$ cat src/rtl/led_sequencer.sv
// rtl/led_sequencer.sv - N-LED active-low pattern sequencer with rotate, bounce and fill-bar modes.
// Fill-bar mode is built only when LED_SEQUENCER_FILL_EN is defined; otherwise mode 3 rotates up.
module led_sequencer #(
  parameter int NUM_LEDS    = 6,
  parameter int STEP_CYCLES = 4500000,
  parameter int CNT_W       = 32,
  localparam int POS_W      = $clog2(NUM_LEDS + 1)
) (
  input  logic                clk_i,
  input  logic                reset_i,
  input  logic [1:0]          mode_i,
  input  logic [1:0]          speed_i,
  input  logic                pause_i,
  output logic [NUM_LEDS-1:0] leds_o,
  output logic [POS_W-1:0]    pos_o,
  output logic                tick_o
);

  localparam logic [1:0] MODE_UP     = 2'd0;
  localparam logic [1:0] MODE_DOWN   = 2'd1;
  localparam logic [1:0] MODE_BOUNCE = 2'd2;
  localparam logic [1:0] MODE_FILL   = 2'd3;

  localparam logic [POS_W-1:0] LAST = POS_W'(NUM_LEDS - 1);
  localparam logic [POS_W-1:0] ONE  = POS_W'(1);
`ifdef LED_SEQUENCER_FILL_EN
  localparam logic [POS_W-1:0] FULL = POS_W'(NUM_LEDS);
`endif

  logic [CNT_W-1:0] cnt_q, cnt_d;
  logic [POS_W-1:0] pos_q, pos_d;
  logic             dir_q, dir_d;  // 1 = moving down (bounce only)
  logic [1:0]       cur_mode_q, cur_mode_d;
  logic             tick_q, tick_d;

  logic [CNT_W-1:0]    period_m1;
  logic                terminal;
  logic [NUM_LEDS-1:0] lit;

  always_ff @(posedge clk_i or negedge reset_i) begin
    if (!reset_i) begin
      cnt_q      <= '0;
      pos_q      <= '0;
      dir_q      <= 1'b0;
      cur_mode_q <= MODE_UP;
      tick_q     <= 1'b0;
    end else begin
      cnt_q      <= cnt_d;
      pos_q      <= pos_d;
      dir_q      <= dir_d;
      cur_mode_q <= cur_mode_d;
      tick_q     <= tick_d;
    end
  end

  // >= rather than == so that shortening the period mid-count fires on the next clock.
  assign period_m1 = (CNT_W'(STEP_CYCLES) >> speed_i) - CNT_W'(1);
  assign terminal  = (cnt_q >= period_m1);

  always_comb begin
    cnt_d      = cnt_q;
    pos_d      = pos_q;
    dir_d      = dir_q;
    cur_mode_d = cur_mode_q;
    tick_d     = 1'b0;
    if (!pause_i) begin
      if (terminal) begin
        cnt_d      = '0;
        tick_d     = 1'b1;
        cur_mode_d = mode_i;
        if (mode_i != cur_mode_q) begin
          pos_d = (mode_i == MODE_DOWN) ? LAST : '0;
          dir_d = 1'b0;
        end else begin
          case (cur_mode_q)
            MODE_DOWN: begin
              pos_d = (pos_q == '0 || pos_q > LAST) ? LAST : pos_q - ONE;
            end
            MODE_BOUNCE: begin
              if (!dir_q) begin
                if (pos_q >= LAST) begin
                  pos_d = LAST - ONE;
                  dir_d = 1'b1;
                end else begin
                  pos_d = pos_q + ONE;
                  dir_d = (pos_q + ONE == LAST);
                end
              end else begin
                if (pos_q == '0) begin
                  pos_d = ONE;
                  dir_d = 1'b0;
                end else begin
                  pos_d = pos_q - ONE;
                  dir_d = (pos_q != ONE);
                end
              end
            end
`ifdef LED_SEQUENCER_FILL_EN
            MODE_FILL: begin
              pos_d = (pos_q >= FULL) ? '0 : pos_q + ONE;
            end
`endif
            default: begin
              pos_d = (pos_q >= LAST) ? '0 : pos_q + ONE;
            end
          endcase
        end
      end else begin
        cnt_d = cnt_q + CNT_W'(1);
      end
    end
  end

  always_comb begin
    lit = NUM_LEDS'(1) << pos_q;
`ifdef LED_SEQUENCER_FILL_EN
    if (cur_mode_q == MODE_FILL) begin
      lit = ~({NUM_LEDS{1'b1}} << pos_q);
    end
`endif
  end

  // Lamp test: every LED lit while reset is held.
  assign leds_o = reset_i ? ~lit : {NUM_LEDS{1'b0}};
  assign pos_o  = pos_q;
  assign tick_o = tick_q;

endmodule

$ cat config.mk
export PLATFORM = sky130hd
export DESIGN_NAME = led_sequencer
export DESIGN_NICKNAME = d
export VERILOG_FILES = /design/src/rtl/led_sequencer.sv
export SDC_FILE = /design/constraint.sdc
export NUM_CORES = 1
export LEC_CHECK = 0
export ABC_AREA = 1
export CORE_UTILIZATION = 25
export DETAILED_ROUTE_END_ITERATION = 16
export GPL_ROUTABILITY_DRIVEN = 0
export GPL_TIMING_DRIVEN = 0
export SLEW_MARGIN = 20
export SYNTH_ARGS = -nofsm -noshare
export SYNTH_HDL_FRONTEND = slang
export SYNTH_SLANG_ARGS = --single-unit
$ cat constraint.sdc
create_clock -name clk_i -period 1.7 [get_ports clk_i]
set_clock_uncertainty 0.15 [all_clocks]
set_input_delay 0.34 -clock clk_i [delete_from_list [all_inputs] [get_ports clk_i]]
set_output_delay 0.34 -clock clk_i [all_outputs]
set_load 0.05 [all_outputs]
[Word level (Yosys, flattened, before mapping)]
Cells that the tools add are included.
Operators by class
  add/subtract/negate cells: 4
  magnitude comparators: 3
  equality and inequality tests: 6
  shift-type cells: 2
  multiplexer cells: 17
  bitwise logic cells: 2
  reductions and logical operators: 5
Operator list (count)
  adder 32 x 1 -> 32 bit (second input constant): 1
  greater-or-equal comparator 32 bit: 1
  2-to-1 mux 32 bit: 1
  >> shifter 23 x 2 -> 32 bit (first input constant): 1
  subtractor 32 x 2 -> 32 bit (second input constant): 1
  2-to-1 mux 3 bit: 7
  2-to-1 mux 1 bit: 7
  2-to-1 mux 6 bit: 1
  inverter 6 bit: 1
  case mux 3 bit (2 select lines): 1
  left shift 1 x 3 -> 6 bit (first input constant): 1
  == test 2 x 1 -> 1 bit (second input constant): 2
  adder 3 x 1 -> 3 bit (second input constant): 1
  == test 3 bit (second input constant): 1
  greater-or-equal comparator 3 bit (second input constant): 1
  > comparator 3 bit (second input constant): 1
  zero test 3 bit: 1
  inequality test 3 x 1 -> 1 bit (second input constant): 1
  AND reduction 3 bit: 1
  subtractor 3 x 1 -> 3 bit (second input constant): 1
  == test 2 bit (second input constant): 1
  inequality test 2 bit: 1
  AND reduction 2 bit: 1
  nonzero test 2 bit: 1
  2 further kinds: 2
Storage, ports and cells
  flip-flop bits (word level): 39
  input port bits: 7
  output and inout port bits: 10
  logic and storage cells: 44

[Longest topological paths before layout]
  depth in word-level cells: 6
  mapped depth: 19
  mapped depth without buffers: 18

[Worst setup path before layout]
OpenSTA, ideal clock, no wires.
  kind: in2reg
  start: input port speed_i[0]
  end: register cnt_q[13]
  library setup time: 121 ps
  arrival: 2399 ps
  data required time: 1429 ps
  slack: -970 ps
  stages: 18
  path buffers: 1
  cell sequence: inv_1 > ha_1 > inv_1 > ha_1 > nor2_1 > nand3_1 > ha_1 > nand2_1 > nor2_1 > and2_1 > nand2_1 > nor2_1 > nand2_1 > nand2_2 > nand2_4 > inv_4 > buf_6 > nor2_1
Between the ends
  cells in the longest elaborated chain, start to end: 4
RTL lines
  start, declared: RTL line 12  | input logic [1:0] speed_i,
  >> shifter 23 x 2 -> 32 bit: RTL line 57  | assign period_m1 = (CNT_W'(STEP_CYCLES) >> speed_i) - CNT_W'(1);
  subtractor 32 x 2 -> 32 bit: RTL line 57
  greater-or-equal comparator 32 bit: RTL line 58  | assign terminal = (cnt_q >= period_m1);
  2-to-1 mux 32 bit: RTL line 67  | if (terminal) begin
  end signal, assigned: RTL line 48  | cnt_q <= cnt_d;
  end, declared: RTL line 30  | logic [CNT_W-1:0] cnt_q, cnt_d;
Every way passes these cells.
A chain may end at the register's enable or synchronous reset.

[Worst setup path in the final report]
  start: input port speed_i[0]
  end: register cnt_q[6]
The elaborated chain is that of the path after synthesis.

==> metrics.txt <==
initial antenna violation count 0; Register Area 982 um2; Max Freq 399 MHz; most frequent cells in the layout 119 x nand2_1, 50 x inv_1, 36 x dfrtp_1, 34 x nor2_1, 33 x ha_1; CP arrival 2.53 ns; Yosys cell types 32; initial DRC count 114; # IOs 17; setup TNS -31.39 ns; # placed instances 668; Mapped Avg Cell Area 7.23 um2; DR pass1 iterations 5; root buf cell clkbuf_16; period utilisation layout 1.47; Detail Route Antenna Nets 0; final-report setup violation count 45; # diodes 0; violated checks setup timing; hold path startpoint pause_i; Pwr Total 5.17 mW; die span in x 119 um; # rows 42; final worst slack -0.806 ns; path type of the worst setup path primary input to flop; worst hold margin 0.183 ns; clock insertion delay at the later pin of the skew report 0.28 ns; Startpoint Class primary input; Final Hold Violating Endpoints 0; final max-slew violation count 0; Cell Area, Synth 3420 um2; core area 13300 um2; Filler Cells Inserted 1326; DRC viols 0; CTS tree done; vias in the first global route 3239; Avg WL per Cell 12.9 um; hpwl dp 6160 um; pwr/cell area 1050 nW/um2; Via Count 3262; Worst Setup SP speed_i[0]; final std cells w/o fill 710; leading cell type in the layout, fill and taps excluded nand2_1; Seq/Total Area, Yosys 0.285; number of max-cap violations 0; Critical Path RT 1.72 ns; I/O Buffers 15; Reg clk slew, reported paths 0.06 ns; first-pass GRT wire length 14900 um; Hold/Removal Path Class primary input to flop; Worst-Margin Slew 0.781 ns; leakage power total 2.24 nW; Synthesis Warnings 0; die footprint 14200 um2; CTS Buf Count 5; area of the multi-input gates 2630 um2; RSZ-0062 raised after global routing true; Max Root-Sink Buffers 2; Tot GR Track Use 0.130; CP max FO 8; Initial Utilization 0.257; vias per inst 4.59; RR Startpoint cnt_q[5]; element type at the critical path end flop; #FFs+latches synth 39; Sink Count 39; Die Ht 119 um; slew margin rel. 0.478; final wirelength 9160 um; share of layout cells above drive strength 1 0.294; status complete, but fails checks; largest net degree at the start of global routing 18; fin crit period 2.51 ns; nets 590; Syn-to-layout area delta 44.3%; total global routing overflow 0; Post-Syn Instances 473; Worst VDD drop 1.02 mV; H-Tree Depth 2
## through the flow
stage / worst slack (ns) / util / area [um2]
after floorplan: -0.781 / - / 3580
after global placement: -2.75 / 0.297 / 3950
after detailed placement: -2.07 / 0.299 / 3970
after CTS: -0.773 / 0.347 / 4620
after global routing: -0.918 / 0.371 / 4940
final: -0.806 / 0.371 / 4940
## flip-flops by register name, indices dropped and copies added (netlist names)
signal	count
cnt_q	32
cur_mode_q	2
dir_q	1
pos_o	3
tick_o	1
## cell families after synthesis
family,synth area share
fa+ha+maj,0.183
simple gates,0.346
xor+xnor,0.0538
compound gates,0.0501
buf+inv,0.0812
flops,0.285
other cells,0.00110
## worst paths after layout
kind	slack, ns	endpoint	depth (start not counted)
max in group asynchronous	0.38	cnt_q[16]	2
setup reg to reg	-0.40	cnt_q[28]	13
hold / removal	0.18	cnt_q[0]	3
hold reg to reg	0.37	dir_q	2
setup / recovery	-0.81	cnt_q[6]	18
min in group asynchronous	0.53	cnt_q[28]	2
## critical path, cell delays in order
cell,delay [ns]
buf_12,0.09
clkinvlp_4,0.10
buf_12,0.14
ha_1,0.25
inv_2,0.21
nand3_2,0.13
ha_4,0.30
nand2_4,0.05
nor2_4,0.11
and2_4,0.15
nand2_2,0.05
nor2_2,0.09
nand2_2,0.07
nand2_4,0.10
nand2_8,0.07
clkinv_8,0.08
clkbuf_16,0.15
nor2_1,0.04
## synthesized netlist by cell type (all sizes together)
cell / number / area share
and2: 1 / 0.0018
xor2: 14 / 0.036
a21o: 2 / 0.0044
nor2: 72 / 0.085
nor3: 10 / 0.024
nand2: 133 / 0.15
o211ai: 1 / 0.0022
clkinv: 1 / 0.0026
a21oi: 15 / 0.022
nand4: 10 / 0.018
nand3b: 5 / 0.011
nand3: 34 / 0.053
or2: 1 / 0.0018
o22ai: 1 / 0.0018
inv: 59 / 0.065
buf: 4 / 0.013
ha: 50 / 0.18
o21ai: 12 / 0.018
o21bai: 1 / 0.0022
xnor2: 7 / 0.018
dfrtp: 39 / 0.29
conb: 1 / 0.0011
## area by class of cell
type                            instances  share of cell area
Inverter                               60              0.0525
Sequential cell                        39               0.199
Clock buffer                            5              0.0253
Timing Repair Buffer                   50               0.120
Clock inverter                          3              0.0137
Multi-Input combinational cell        373               0.533
Buffer                                  4              0.0114
Tap cell                              176              0.0446
## power breakdown
group	switching, mW	leakage [nW]	internal (mW)
Combinational	1.48	1.62	1.17
Clock	0.381	0.0900	0.841
Sequential	0.214	0.527	1.09
## timing repair
item / in CTS / in global routing
hold buffers: 3 / 0
pin swaps: 18 / 25
endpoints found under the hold margin: 28 / 0
setup endpoints to repair: 49 / 45
cloned: 2 / 2
setup buffers: 19 / 8
resized for setup: 118 / 53
## per-layer routing
metal  GRT usage  wire (um)  vias up
met1       0.160       4020     1531
met4      0.0443        288        0
met5           0          0        -
met3      0.0172        372       26
li1            -          -     1624
met2       0.230       4480       81
Note: power is estimated with default switching activity, not from simulation.
